**config.mk**
```make
export PLATFORM = sky130hd
export DESIGN_NAME = ex_mem_pipe_reg
export DESIGN_NICKNAME = d
export VERILOG_FILES = /design/src/rtl/ex_mem_pipe_reg.sv
export SDC_FILE = /design/constraint.sdc
export NUM_CORES = 1
export LEC_CHECK = 0
export BUFFER_PORTS_ARGS = -buffer_cell sky130_fd_sc_hd__buf_4
export CORE_MARGIN = 5
export CORE_UTILIZATION = 55
export DETAILED_ROUTE_END_ITERATION = 7
export MAX_ROUTING_LAYER = met4
export PLACE_DENSITY = 0.77
export SLEW_MARGIN = 20
export SYNTH_ARGS = -nofsm -noshare
export SYNTH_HDL_FRONTEND = slang
export SYNTH_SLANG_ARGS = --single-unit
```
**constraint.sdc**
```tcl
create_clock -name clk -period 2.25 [get_ports clk]
set_input_delay 0.225 -clock clk [delete_from_list [all_inputs] [get_ports clk]]
set_output_delay 0.225 -clock clk [all_outputs]
set_load 0.1 [all_outputs]
```
**src/rtl/ex_mem_pipe_reg.sv**
```systemverilog
// Execute-to-Memory pipeline register with a valid/ready handshake and a 2-entry skid buffer.
// Optional EX-stage forwarding taps are compiled in when EX_MEM_FWD_EN is defined.
module ex_mem_pipe_reg #(
    parameter int XLEN         = 32,
    parameter int REG_ADDR_W   = 5,
    parameter int RESULT_SRC_W = 2
) (
    input  logic                    clk,
    input  logic                    reset_n,
    input  logic                    flush,
    input  logic                    in_valid,
    output logic                    in_ready,
    input  logic [XLEN-1:0]         ALUResultE,
    input  logic [XLEN-1:0]         WriteDataE,
    input  logic [XLEN-1:0]         PCPlus4E,
    input  logic [REG_ADDR_W-1:0]   RdE,
    input  logic                    RegWriteE,
    input  logic [RESULT_SRC_W-1:0] ResultSrcE,
    input  logic                    MemWriteE,
    output logic                    out_valid,
    input  logic                    out_ready,
    output logic [XLEN-1:0]         ALUResultM,
    output logic [XLEN-1:0]         WriteDataM,
    output logic [XLEN-1:0]         PCPlus4M,
    output logic [REG_ADDR_W-1:0]   RdM,
    output logic                    RegWriteM,
    output logic [RESULT_SRC_W-1:0] ResultSrcM,
    output logic                    MemWriteM,
`ifdef EX_MEM_FWD_EN
    output logic                    fwd_valid,
    output logic [REG_ADDR_W-1:0]   fwd_rd,
    output logic [XLEN-1:0]         fwd_data,
`endif
    output logic [1:0]              occupancy
);

    typedef struct packed {
        logic [XLEN-1:0]         alu_result;
        logic [XLEN-1:0]         write_data;
        logic [XLEN-1:0]         pc_plus4;
        logic [REG_ADDR_W-1:0]   rd;
        logic                    reg_write;
        logic [RESULT_SRC_W-1:0] result_src;
        logic                    mem_write;
    } entry_t;

    // Encoding doubles as the occupancy count.
    typedef enum logic [1:0] {
        EMPTY = 2'd0,
        FULL  = 2'd1,
        SKID  = 2'd2
    } state_t;

    state_t state_p0;
    entry_t head_p0;
    entry_t skid_p1;
    entry_t in_entry;
    logic   in_ready_p0;
    logic   vld_p0;
    logic   accept;
    logic   pop;

    assign in_entry = '{
        alu_result: ALUResultE,
        write_data: WriteDataE,
        pc_plus4:   PCPlus4E,
        rd:         RdE,
        reg_write:  RegWriteE,
        result_src: ResultSrcE,
        mem_write:  MemWriteE
    };

    assign accept = in_valid & in_ready_p0;
    assign pop    = vld_p0 & out_ready;

    // Stage boundary: execute inputs -> head/skid registers
    always_ff @(posedge clk or negedge reset_n) begin
        if (!reset_n) begin
            state_p0    <= EMPTY;
            in_ready_p0 <= 1'b1;
            vld_p0      <= 1'b0;
            head_p0     <= '0;
            skid_p1     <= '0;
        end else if (flush) begin
            // Kill side effects only; stale data fields are harmless once invalid.
            state_p0          <= EMPTY;
            in_ready_p0       <= 1'b1;
            vld_p0            <= 1'b0;
            head_p0.reg_write <= 1'b0;
            head_p0.mem_write <= 1'b0;
            skid_p1.reg_write <= 1'b0;
            skid_p1.mem_write <= 1'b0;
        end else begin
            case (state_p0)
                EMPTY: begin
                    if (accept) begin
                        head_p0  <= in_entry;
                        vld_p0   <= 1'b1;
                        state_p0 <= FULL;
                    end
                end
                FULL: begin
                    if (accept && pop) begin
                        head_p0 <= in_entry;
                    end else if (accept) begin
                        skid_p1     <= in_entry;
                        in_ready_p0 <= 1'b0;
                        state_p0    <= SKID;
                    end else if (pop) begin
                        vld_p0   <= 1'b0;
                        state_p0 <= EMPTY;
                    end
                end
                SKID: begin
                    if (pop) begin
                        head_p0     <= skid_p1;
                        in_ready_p0 <= 1'b1;
                        state_p0    <= FULL;
                    end
                end
                default: begin
                    state_p0    <= EMPTY;
                    in_ready_p0 <= 1'b1;
                    vld_p0      <= 1'b0;
                end
            endcase
        end
    end

    // Stage boundary: head register -> memory stage
    assign in_ready   = in_ready_p0;
    assign out_valid  = vld_p0;
    assign occupancy  = state_p0;
    assign ALUResultM = head_p0.alu_result;
    assign WriteDataM = head_p0.write_data;
    assign PCPlus4M   = head_p0.pc_plus4;
    assign RdM        = head_p0.rd;
    assign ResultSrcM = head_p0.result_src;
    assign RegWriteM  = head_p0.reg_write & vld_p0;
    assign MemWriteM  = head_p0.mem_write & vld_p0;

`ifdef EX_MEM_FWD_EN
    // Only plain ALU results can be forwarded; loads and PC+4 resolve later.
    assign fwd_valid = vld_p0 & head_p0.reg_write & (head_p0.rd != '0) &
                       (head_p0.result_src == '0);
    assign fwd_rd    = head_p0.rd;
    assign fwd_data  = head_p0.alu_result;
`endif

endmodule
```
Word-level counts from Yosys, hierarchy flattened
Index checks and enable logic that the tools add are counted.
Widths: inputs -> output; s select.
{"block": "op_classes", "eq_ne": 16, "muxes": 29, "bitwise": 6, "n_reduce_logical": 13}
{"operator": "$mux 105", "n": 3}
{"operator": "$pmux 105 s3", "n": 1}
{"operator": "$ne 3x3->1 const B", "n": 7}
{"operator": "$reduce_and 4->1", "n": 4}
{"operator": "$mux 1", "n": 13}
{"operator": "$mux 2", "n": 6}
{"operator": "$mux 4", "n": 3}
{"operator": "$ne 2x2->1 const B", "n": 6}
{"operator": "$reduce_and 5->1", "n": 2}
{"operator": "$pmux 1 s3", "n": 2}
{"operator": "$pmux 2 s3", "n": 1}
{"operator": "$and 1x1->1", "n": 4}
{"operator": "$ne 4x4->1 const B", "n": 1}
{"operator": "$reduce_bool 2->1", "n": 2}
{"operator": "$reduce_bool 4->1", "n": 1}
{"operator": "$reduce_and 3->1", "n": 1}
{"operator": "$reduce_bool 3->1", "n": 1}
{"operator": "$eq 2x1->1 const B", "n": 1}
{"operator": "$eq 2x2->1 const B", "n": 1}
{"operator": "$logic_not 2->1", "n": 1}
{"operator": "$not 1->1", "n": 2}
{"operator": "$logic_and 1x1->1", "n": 1}
{"block": "totals", "regBits": 214, "inputBits": 110, "out_inout_bits": 109}

Logic depth before layout (Yosys ltp)
{"block": "depth", "depth_word": 6, "depth_mapped": 7}

Worst setup path before layout
Ideal clock, no wire load.
{"block": "synth_timing", "kind": "reg-to-reg", "start": "register state_p0[1], in the netlist occupancy[1]", "end": "register head_p0, in the netlist ALUResultM[19]", "setup_time_ps": 125, "arrival_time_ps": 2418, "required_time_ps": 2125, "slack_ps": -293, "stages_incl_launch_ff": 8, "n_path_buf": 4, "period_less_slack_ps": 2543, "path_cell_list": "dfrtp_1 > clkbuf_2 > nor2b_1 > clkbuf_1 > buf_6 > buf_6 > mux2_2 > mux2_2"}
{"block": "synth_via", "elab_chain_len": 3, "word_cells_on_any_way": 9, "cone_classes": "eq/ne: 5; mux: 1; reduce/logical: 3"}
{"element": "from (decl)", "line": "54", "rtl": "state_t state_p0;"}
{"element": "from (signal assigned)", "line": "79", "rtl": "state_p0 <= EMPTY;"}
{"element": "from (signal assigned)", "line": "86", "rtl": "state_p0 <= EMPTY;"}
{"element": "from (signal assigned)", "line": "99", "rtl": "state_p0 <= FULL;"}
{"element": "$eq 2x1->1 (tied with other cells)", "line": "94", "rtl": "case (state_p0)"}
{"element": "$ne 2x2->1 (no line) / $reduce_bool 3->1 (equally long branches)"}
{"element": "$reduce_and 5->1 (no line)"}
{"element": "to (signal assigned)", "line": "97", "rtl": "head_p0 <= in_entry;"}
{"element": "to (signal assigned)", "line": "104", "rtl": "head_p0 <= in_entry;"}
{"element": "to (signal assigned)", "line": "116", "rtl": "head_p0 <= skid_p1;"}
{"element": "to (decl)", "line": "55", "rtl": "entry_t head_p0;"}
Parallel ways exist; a longest one is shown, timed or not.
A chain may end at the register's enable or synchronous reset.

Worst setup path after layout
{"block": "layout_timing", "start": "register state_p0[1], in the netlist occupancy[1]", "end": "register skid_p1[101] (netlist bit)"}
{"block": "layout_via", "elab_chain_len": 2}
{"element": "$eq 2x1->1", "line": "94"}
{"element": "$reduce_and 4->1 (no line)"}
{"element": "to (signal assigned)", "line": "106", "rtl": "skid_p1 <= in_entry;"}
{"element": "to (decl)", "line": "56", "rtl": "entry_t skid_p1;"}
No other way between the ends.

==> run summary <==
reg-to-reg slack, setup: 220 ps
detailed-route wire length: 22.9 mm
Final Hold Fails: 0
Resize count post-CTS: 0
minimum clock period: 2030 ps
design area: 13300 um2
first-pass GRT wire length: 37.7 mm
Area growth, synth to finish: 30.8%
number of global-route vias before repair: 7083
Worst Setup End Kind: register
RSZ-0062 raised after global routing: false
Post-synth EDFFs: 0
Total Negative Setup Slacks: 0 ps
Worst Setup SP: occupancy[1]
Syn. warnings: 0
vias per cell: 5.29
grt ovf: 0
Post-synth ARST share: 100%
FP Rows: 49
Total Nets Final: 1045
status: complete, no violations
# setup viols final: 0
Synth Flop Type: dfrtp_1
Max Freq: 493 MHz
HP Class: in2reg
TritonCTS clock tree: yes
fraction of layout cells with a size suffix above 1: 53.8%
TritonRoute pass-1 iters: 4
Crit-path slowest cell: dfrtp_4
Fillers: 1096
GPL Wtd Cong: 0.828
Core ar.: 18100 um2
post-CTS setup buffer count: 0
clock-pin slew on the worst setup and hold paths: 60 ps
Post-Syn Instances: 704
Slew Viols, Final: 0
antenna violations before repair: 0
clk buf depth: 3
DRT iter0 DRCs: 245
Final Util: 73.4%
Syn Nets: 814
Initial Utilization: 56.2%
Slew @ Worst Pin: 545 ps
CP Launch Type: register
# IOs: 219
die area: 21300 um2
Num CTS Buffers: 23
worst reg2reg startpoint: occupancy[1]
drt drc: 0
Reg2Reg Depth: 5
register area share after synthesis: 52.7%
Die H: 146 um
synthesized area per cell: 14.4 um2
clk root buf: clkbuf_16
Sink Count: 214
clock network latency to the later pin of the worst-skew pair: 490 ps
CP max stage delay: 530 ps
Synth Register Bits: 214
Crit path required time: 2620 ps
Post-Syn Area: 10200 um2
port bufs: 218
Die Wd: 146 um
Worst Setup Path Type: reg2reg
CP Max Fanout: 27
FF-to-FF End: skid_p1[101]
Critical Path AT: 2390 ps
post-route clock skew: 5.84 ps
H-Tree Depth: 1
max_cap viols: 0
Post-Place Cell Area: 11400 um2
CP Cell Sequence: nand3b_1 -> nor3_4 -> buf_12 -> buf_4 -> mux2_1
# hold bufs at CTS: 109
pin count of the biggest net entering global routing: 64
synth unique cells: 33
GRT Resource Usage Total: 22.1%
Detail Route Antenna Nets: 0
via count: 6242
Critical Path Sink: skid_p1[101]
Slew headroom: 63.6%
Detail Placement HPWL: 14.9 mm
final cycle utilization of the critical path: 90.1%
wire per inst: 19.4 um
layer usage:
metal	global-route usage [%]	up-vias	wire length, um
met5	-	-	0
met4	4.51	0	360
met3	5.20	31	1390
met2	37.3	174	11600
met1	27.4	3181	9570
li1	-	2856	-
logic make-up after synthesis:
logic type             count (synthesis)  synth area share [%]
AOI/OAI and AO/OA                     20                  1.43
and+or+nand+nor                       19                  1.23
buffers and inverters                140                  10.1
muxes                                311                  34.5
DFF                                  214                  52.7
how the worst min path moves through the flow:
stage	from	endpoint	slack, ps	depth (start not counted)
3_3_place_gp	reset_n	ALUResultM[15]	260	1
2_1_floorplan	reset_n	ALUResultM[0]	-70	0
5_1_grt	ALUResultE[28]	skid_p1[101]	20	2
4_1_cts	ALUResultE[28]	skid_p1[101]	3	2
6_report	ALUResultE[28]	skid_p1[101]	30	2
3_5_place_dp	reset_n	ALUResultM[13]	260	1
final cells by class:
class | instances | area [um2] | share of cell area, %
sequential | 214 | 5360 | 40.4
clock buffer | 36 | 714 | 5.38
antenna | 1 | 2.50 | 0.0188
multi-input combinational | 350 | 3790 | 28.6
clock inverter | 4 | 70.1 | 0.528
inverter | 1 | 3.75 | 0.0283
timing repair buffer | 345 | 3040 | 22.9
tap | 229 | 287 | 2.16
metrics by stage:
step / hold slack, ps / setup WS (ps) / instances
CTS: 2.60 / 213 / 1179
global route: 18.7 / 107 / 1179
global placement: 261 / 308 / 1030
floorplan: -70.6 / 84.0 / 704
detailed placement: 264 / 254 / 1030
finish: 25.3 / 223 / 1180
state kept, by name, summed over array words and instances, names as in the netlist:
| signal | count |
|---|---|
| PCPlus4M | 32 |
| out_valid | 1 |
| WriteDataM | 32 |
| skid_p1 | 105 |
| ALUResultM | 32 |
| RdM | 5 |
| head_p0 | 2 |
| ResultSrcM | 2 |
| in_ready | 1 |
| occupancy | 2 |
worst max-delay path: cells and delay by family, from the launching register on:
kind,cells,cell delay (ps)
muxes,1,350
buffers and inverters,2,440
DFF,1,530
and+or+nand+nor,2,560
cell usage after synthesis, types with 2 or more instances:
| library cell | count | share of area [%] |
|---|---|---|
| a211oi_1 | 5 | 0.37 |
| and2_1 | 2 | 0.12 |
| nand3_1 | 2 | 0.099 |
| mux2_2 | 230 | 26 |
| o21ai_0 | 3 | 0.15 |
| clkbuf_1 | 2 | 0.074 |
| mux2i_1 | 2 | 0.20 |
| mux2_1 | 79 | 8.8 |
| a21o_1 | 2 | 0.15 |
| a21oi_1 | 5 | 0.25 |
| nand2_1 | 2 | 0.074 |
| buf_2 | 12 | 0.59 |
| buf_6 | 6 | 0.67 |
| nand3b_1 | 2 | 0.15 |
| dfrtp_1 | 213 | 52 |
| nor2_1 | 3 | 0.11 |
| buf_4 | 118 | 8.7 |
cell usage in the layout, fill, tap and decap left out, types with 3 or more instances in the layout:
cell type,instances
clkbuf_1,4
mux2_1,79
dfrtp_1,210
mux2_2,230
dlygate4sd3_1,109
o21ai_0,3
buf_12,14
nor2_1,3
a211oi_1,5
clkbuf_16,23
a21oi_1,5
clkbuf_8,10
buf_4,221
Power is left out: the tool's default activity adds up to more than one toggle a clock period on the data nets, which glitch-free logic cannot reach.
